<file path="src/rtl/pool_requant_engine_pkg.sv">
`default_nettype none
// +--------------------------------------------------------------------+
// | pool_pkg : shared types and constants for the pool/requant stage    |
// | Revision : 1.0                                                      |
// +--------------------------------------------------------------------+
package pool_pkg;

   typedef enum logic [2:0] {
      IDLE = 3'd0,
      READ = 3'd1,
      WAIT = 3'd2,
      EMIT = 3'd3,
      DONE = 3'd4
   } state_t;

   // Values for the default 28x28 input map; the engine derives its own from MAPSIZE.
   localparam int DEFAULT_MAPSIZE = 28;
   localparam int OUT_DIM         = DEFAULT_MAPSIZE / 2;
   localparam int OUT_COUNT       = OUT_DIM * OUT_DIM;
   localparam int INT8_MAX        = 127;

   function automatic int out_dim_of(input int mapsize);
      return mapsize / 2;
   endfunction

endpackage
`default_nettype wire

</file>
<file path="src/rtl/pool_requant_engine_requant_relu.sv">
`default_nettype none
// +--------------------------------------------------------------------+
// | requant_relu : bias add, ReLU, rounded right shift, int8 saturation |
// | Revision     : 1.0                                                  |
// +--------------------------------------------------------------------+
module requant_relu
   import pool_pkg::*;
#(
   parameter int SHIFT = 8
) (
   input  logic signed [31:0] max_val,
   input  logic signed [31:0] bias,
   output logic signed [7:0]  pixel
);

   logic [32:0] w_sum;
   logic [32:0] w_relu;
   logic [33:0] w_shifted;

   if (SHIFT < 0 || SHIFT > 30) begin : g_bad_shift
      $error("requant_relu: SHIFT must be in 0..30");
   end

   // 33-bit sum of two sign-extended 32-bit operands cannot overflow.
   assign w_sum  = {max_val[31], max_val} + {bias[31], bias};
   assign w_relu = w_sum[32] ? 33'd0 : w_sum;

   if (SHIFT > 0) begin : g_round
      assign w_shifted = ({1'b0, w_relu} + (34'd1 << (SHIFT - 1))) >> SHIFT;
   end else begin : g_no_round
      assign w_shifted = {1'b0, w_relu};
   end

   assign pixel = (w_shifted > 34'(INT8_MAX)) ? 8'(INT8_MAX) : w_shifted[7:0];

endmodule
`default_nettype wire

</file>
<file path="src/rtl/pool_requant_engine.sv">
`default_nettype none
// +--------------------------------------------------------------------+
// | pool_requant_engine : 2x2 max-pool + requantise of a conv result map |
// | Revision            : 1.0                                            |
// +--------------------------------------------------------------------+
module pool_requant_engine
   import pool_pkg::*;
#(
   parameter int MAPSIZE   = 28,
   parameter int SHIFT     = 8,
   parameter int IN_ADDR_W = $clog2(MAPSIZE * MAPSIZE)
) (
   input  logic                  clk,
   input  logic                  rst_n,
   input  logic                  start,
   input  logic signed [31:0]    bias,
   output logic                  rd_en,
   output logic [IN_ADDR_W-1:0]  rd_addr,
   input  logic signed [31:0]    rd_data,
   output logic signed [7:0]     pixel_out,
   output logic                  pixel_valid,
   input  logic                  out_ready,
   output logic                  busy,
   output logic                  all_done
);

   localparam int c_out_dim = out_dim_of(MAPSIZE);
   localparam int c_rc_w    = (c_out_dim > 1) ? $clog2(c_out_dim) : 1;
   localparam logic [c_rc_w-1:0]    c_last     = c_rc_w'(c_out_dim - 1);
   localparam logic [IN_ADDR_W-1:0] c_step_one = IN_ADDR_W'(1);
   localparam logic [IN_ADDR_W-1:0] c_step_row = IN_ADDR_W'(MAPSIZE - 1);

   if ((MAPSIZE % 2) != 0 || MAPSIZE < 2) begin : g_bad_mapsize
      $error("pool_requant_engine: MAPSIZE must be even and at least 2");
   end

   state_t                r_state;
   logic [1:0]            r_k;
   logic [c_rc_w-1:0]     r_row;
   logic [c_rc_w-1:0]     r_col;
   logic signed [31:0]    r_max;
   logic signed [31:0]    r_bias;

   logic signed [31:0]    w_max_final;
   logic signed [7:0]     w_pixel;
   logic                  w_last_col;
   logic                  w_last;
   logic [c_rc_w-1:0]     w_next_row;
   logic [c_rc_w-1:0]     w_next_col;
   logic [IN_ADDR_W-1:0]  w_next_base;

   // In WAIT the fourth word of the window is on rd_data and joins the max here.
   assign w_max_final = (rd_data > r_max) ? rd_data : r_max;

   requant_relu #(
      .SHIFT   (SHIFT)
   ) u_requant (
      .max_val (w_max_final),
      .bias    (r_bias),
      .pixel   (w_pixel)
   );

   assign w_last_col  = (r_col == c_last);
   assign w_last      = w_last_col && (r_row == c_last);
   assign w_next_col  = w_last_col ? '0 : r_col + 1'b1;
   assign w_next_row  = w_last_col ? r_row + 1'b1 : r_row;
   assign w_next_base = IN_ADDR_W'((2 * int'(w_next_row) * MAPSIZE) + (2 * int'(w_next_col)));

   always_ff @(posedge clk or negedge rst_n) begin
      if (!rst_n) begin
         r_state     <= IDLE;
         r_k         <= 2'd0;
         r_row       <= '0;
         r_col       <= '0;
         r_max       <= '0;
         r_bias      <= '0;
         rd_en       <= 1'b0;
         rd_addr     <= '0;
         pixel_out   <= '0;
         pixel_valid <= 1'b0;
         busy        <= 1'b0;
         all_done    <= 1'b0;
      end else begin
         all_done <= 1'b0;
         case (r_state)
            IDLE: begin
               if (start) begin
                  r_bias  <= bias;
                  r_row   <= '0;
                  r_col   <= '0;
                  r_k     <= 2'd0;
                  rd_en   <= 1'b1;
                  rd_addr <= '0;
                  busy    <= 1'b1;
                  r_state <= READ;
               end
            end

            READ: begin
               // rd_data carries the word requested for sub-index r_k-1.
               if (r_k == 2'd1) begin
                  r_max <= rd_data;
               end else if (r_k != 2'd0 && rd_data > r_max) begin
                  r_max <= rd_data;
               end
               r_k <= r_k + 2'd1;
               case (r_k)
                  2'd0:    rd_addr <= rd_addr + c_step_one;
                  2'd1:    rd_addr <= rd_addr + c_step_row;
                  2'd2:    rd_addr <= rd_addr + c_step_one;
                  default: rd_addr <= rd_addr;
               endcase
               if (r_k == 2'd3) begin
                  rd_en   <= 1'b0;
                  r_state <= WAIT;
               end
            end

            WAIT: begin
               r_max       <= w_max_final;
               pixel_out   <= w_pixel;
               pixel_valid <= 1'b1;
               r_state     <= EMIT;
            end

            EMIT: begin
               if (out_ready) begin
                  pixel_valid <= 1'b0;
                  if (w_last) begin
                     r_row    <= '0;
                     r_col    <= '0;
                     all_done <= 1'b1;
                     r_state  <= DONE;
                  end else begin
                     r_row   <= w_next_row;
                     r_col   <= w_next_col;
                     r_k     <= 2'd0;
                     rd_en   <= 1'b1;
                     rd_addr <= w_next_base;
                     r_state <= READ;
                  end
               end
            end

            DONE: begin
               busy    <= 1'b0;
               r_state <= IDLE;
            end

            default: begin
               rd_en       <= 1'b0;
               pixel_valid <= 1'b0;
               busy        <= 1'b0;
               r_state     <= IDLE;
            end
         endcase
      end
   end

endmodule
`default_nettype wire
</file>
<file path="config.mk">
export PLATFORM = sky130hd
export DESIGN_NAME = pool_requant_engine
export DESIGN_NICKNAME = d
export VERILOG_FILES = /design/src/rtl/pool_requant_engine_pkg.sv /design/src/rtl/pool_requant_engine_requant_relu.sv /design/src/rtl/pool_requant_engine.sv
export SDC_FILE = /design/constraint.sdc
export NUM_CORES = 1
export LEC_CHECK = 0
export BUFFER_PORTS_ARGS = -buffer_cell sky130_fd_sc_hd__buf_2
export CELL_PAD_IN_SITES_DETAIL_PLACEMENT = 1
export CELL_PAD_IN_SITES_GLOBAL_PLACEMENT = 1
export CORE_MARGIN = 2
export CORE_UTILIZATION = 40
export CTS_CLUSTER_SIZE = 10
export DETAILED_ROUTE_END_ITERATION = 10
export GPL_ROUTABILITY_DRIVEN = 0
export GPL_TIMING_DRIVEN = 0
export PLACE_DENSITY_LB_ADDON = 0.05
export SLEW_MARGIN = 15
export SYNTH_ARGS = -nofsm -noshare
export SYNTH_HDL_FRONTEND = slang
export SYNTH_SLANG_ARGS = --single-unit
</file>
<file path="constraint.sdc">
create_clock -name clk -period 16.35 [get_ports clk]
set_clock_uncertainty 0.05 [all_clocks]
set_input_delay 1.635 -clock clk [delete_from_list [all_inputs] [get_ports clk]]
set_output_delay 1.635 -clock clk [all_outputs]
set_load 0.02 [all_outputs]
</file>
==> flow_metrics.py <==
metrics = {
    "run_status": {
        "status": "finished, final reports clean",
    },
    "die": {
        "initial_core_util": 0.4081,
        "fp-row-count": 54,
        "dieArea_um2": 23470,
        "ioPinCount": 90,
        "die_width_um": 153.2,
        "die_h_um": 153.2,
        "coreArea_um2": 21820,
    },
    "setup_path": {
        "critPathBufInv": 3,
        "cp-startpoint": "rd_data[14]",
        "cpPeakStageDelay_ns": 0.67,
        "reg2reg_to": "pixel_out[4]",
        "required_ns": 16.54,
        "endpoint_kind": "flop",
        "worst-path-stages": 27,
        "critPathKind": "input pin to flop",
        "path_max_fanout": 10,
        "cp_top_family": "compound AO/OA/AOI/OAI gates",
        "worstPathArrival_ns": 9.53,
        "regToRegStartpoint": "r_max[31]",
        "worstSetupStartpointType": "input pin",
        "crit_slowest_cell": "a2111oi_0",
        "reg2reg_slack_ns": 8.00,
        "ff2ff_path_depth": 27,
        "endpoint": "pixel_out[4]",
    },
    "synthesis": {
        "synth-async-reset-ratio": 1.000,
        "synth_commonest_cells": "103 x nand2_1, 99 x dfrtp_1, 82 x ha_1",
        "synth_area_um2": 8906,
        "netlist_instances": 1024,
        "synth_flop_cell": "dfrtp_1",
        "avgSynthCellArea_um2": 8.697,
        "yosysUniqueCellTypes": 94,
        "synth_most_common_cell": "nand2_1",
        "synth_warnings": 0,
        "synth.largest_area_cell": "dfrtp_1",
        "synth.area.top_cells": "dfrtp_1 28%, ha_1 12%, mux2_2 8.1%, nand2_1 4.3%, a21oi_1 3.9%",
        "synth_nets": 1180,
        "synth_top_area_share": 0.2782,
        "synth-seq-cells": 99,
        "synth_edf_count": 0,
        "ys_seq_area_frac": 0.2782,
    },
    "sta": {
        "final_max_slew_viol_count": 0,
        "fin_crit_sh": 0.5710,
        "finalHoldViolCount": 0,
        "finalSetupViolations": 0,
        "grt_setup_unrepaired": "no",
        "setup_tns_ns": 0,
        "slew-limit-headroom": 0.2914,
        "post-route-min-period_ns": 9.337,
        "worst_pin_slew_ns": 1.059,
        "fin_ws_ns": 7.013,
        "fmax_ghz": 0.1071,
    },
    "worst_hold_path": {
        "hold_class": "flop to flop",
    },
    "routing": {
        "drtIter0Drc": 295,
        "drc": 0,
        "routed_wl_mm": 26.86,
        "wire_per_inst_um": 19.04,
        "vias": 8076,
        "antenna_left": 0,
        "dr.pass1.iters": 4,
        "vias_per_cell": 5.724,
    },
    "placed_design": {
        "place_ws_ns": 6.700,
        "dp_hpwl_mm": 21.24,
        "place.port_buffers": 89,
        "post_dp_cell_area_um2": 9751,
    },
    "global_route": {
        "grt_pass1_vias": 8238,
        "grt_pass1_wl_mm": 43.96,
        "grt_use_met1": 0.3237,
        "use_met2": 0.3888,
        "grt_antenna_before_repair": 0,
        "grt_usage": 0.2312,
        "grt_max_degree": 59,
        "grt-busiest-layer": "met2",
        "grt_use_met3": 0.02041,
        "grt_overflow_total": 0,
    },
    "clocking": {
        "cts_root_buf": "clkbuf_16",
        "postCtsSetupBuffers": 0,
        "cts_max_level": 3,
        "cts_hold_buf": 0,
        "cts_buffers": 9,
        "clk_latency_ns": 0.37,
        "post_cts_resized": 0,
        "clk_path_buf_depth": 2,
        "cts.sinks": 99,
        "cts_tree": "built",
        "cts.reportedPaths.clkPinSlew_ns": 0.07,
    },
    "finish": {
        "diodes": 0,
        "design_area_um2": 10040,
        "finalNetCount": 1282,
        "area_growth_pct": 12.78,
        "drive_above_1_share": 0.1954,
        "fillCellCount": 2611,
    },
    "flow_run": {
        "cap_violations": 0,
    },
}
final cells by class:
class,instances,area [um^2],share of cell area
Inverter,64,240.2,0.02392
Timing Repair Buffer,91,486.7,0.04846
Multi-Input combinational cell,816,5997,0.5970
Tap cell,280,350.3,0.03488
Buffer,45,198.9,0.01981
Clock buffer,10,239.0,0.02379
Sequential cell,99,2477,0.2466
Clock inverter,6,55.05,0.005481
sequential cells by signal, summed over array words and instances (netlist names):
name,cells
all_done,1
r_col,4
busy,1
r_bias,32
r_max,32
r_row,4
rd_en,1
r_state,3
pixel_out,8
r_k,2
rd_addr,10
pixel_valid,1
metal layers:
metal / vias to the layer above / routed length, um
met3: 23 / 695
li1: 3946 / -
met5: - / 0
met2: 102 / 12590
met1: 4005 / 13250
met4: 0 / 325
cells in the final DEF (no fill, tap or decap), drive strengths merged, types with 13 or more instances in the layout:
cell type    n
clkbuf      43
xnor2       25
o21ai       68
inv         68
and3        13
dfrtp       99
mux2        64
nand3       33
a21oi       71
nor2        65
nand4       24
buf        103
ha          82
xor2        16
nand2      103
a21o        39
o31ai       18
nor3        22
metrics by stage:
stage | utilization | hold slack [ns] | cells
after floorplan | - | 0.4364 | 1024
after global placement | 0.4446 | 0.4288 | 1393
after detailed placement | 0.4468 | 0.4295 | 1395
after CTS | 0.4603 | 0.4541 | 1411
after global routing | 0.4603 | 0.4643 | 1411
final | 0.4603 | 0.4472 | 1411
worst min-delay path by stage:
stage                       from      endpoint  slack, ns  depth (start not counted)
floorplan                 r_k[0]        r_k[0]       0.44                          1
global placement    pixel_out[7]  pixel_out[7]       0.43                          1
detailed placement  pixel_out[7]  pixel_out[7]       0.43                          1
CTS                         busy          busy       0.45                          2
global route        pixel_out[7]  pixel_out[7]       0.46                          1
finish              pixel_out[5]  pixel_out[5]       0.45                          1
worst reg2reg max path, cell delays in order (launching register included):
cell,delay [ns]
dfrtp_1,0.35
inv_1,0.06
ha_1,0.46
nand4_2,0.23
nor4_4,0.49
o31a_1,0.29
nor2_1,0.07
xor2_1,0.14
nand2_1,0.29
buf_1,0.65
mux2_2,0.44
ha_1,0.27
clkbuf_1,0.28
nand2_1,0.09
o21ai_1,0.28
a21oi_1,0.14
o211ai_1,0.61
nor3_1,0.11
a211o_1,0.33
a211oi_4,0.35
o311ai_1,0.18
or4_4,0.55
nor4_4,0.36
nor4b_2,0.31
nand3_1,0.15
nand3_2,0.15
nand4_4,0.16
o32a_1,0.38
cells by family (layout without fill, tap and decap cells):
kind of cell | Yosys count | after routing | share of synthesized area
and+or+nand+nor | 321 | 321 | 0.1863
buffers and inverters | 109 | 216 | 0.04931
muxes | 74 | 74 | 0.09216
AOI/OAI and AO/OA | 292 | 292 | 0.2251
xor gates and xnor gates | 41 | 41 | 0.04032
DFF | 99 | 99 | 0.2782
adders and majority gates | 88 | 88 | 0.1287
Power is left out: the tool's default activity adds up to more than one toggle a clock period on the data nets, which glitch-free logic cannot reach.
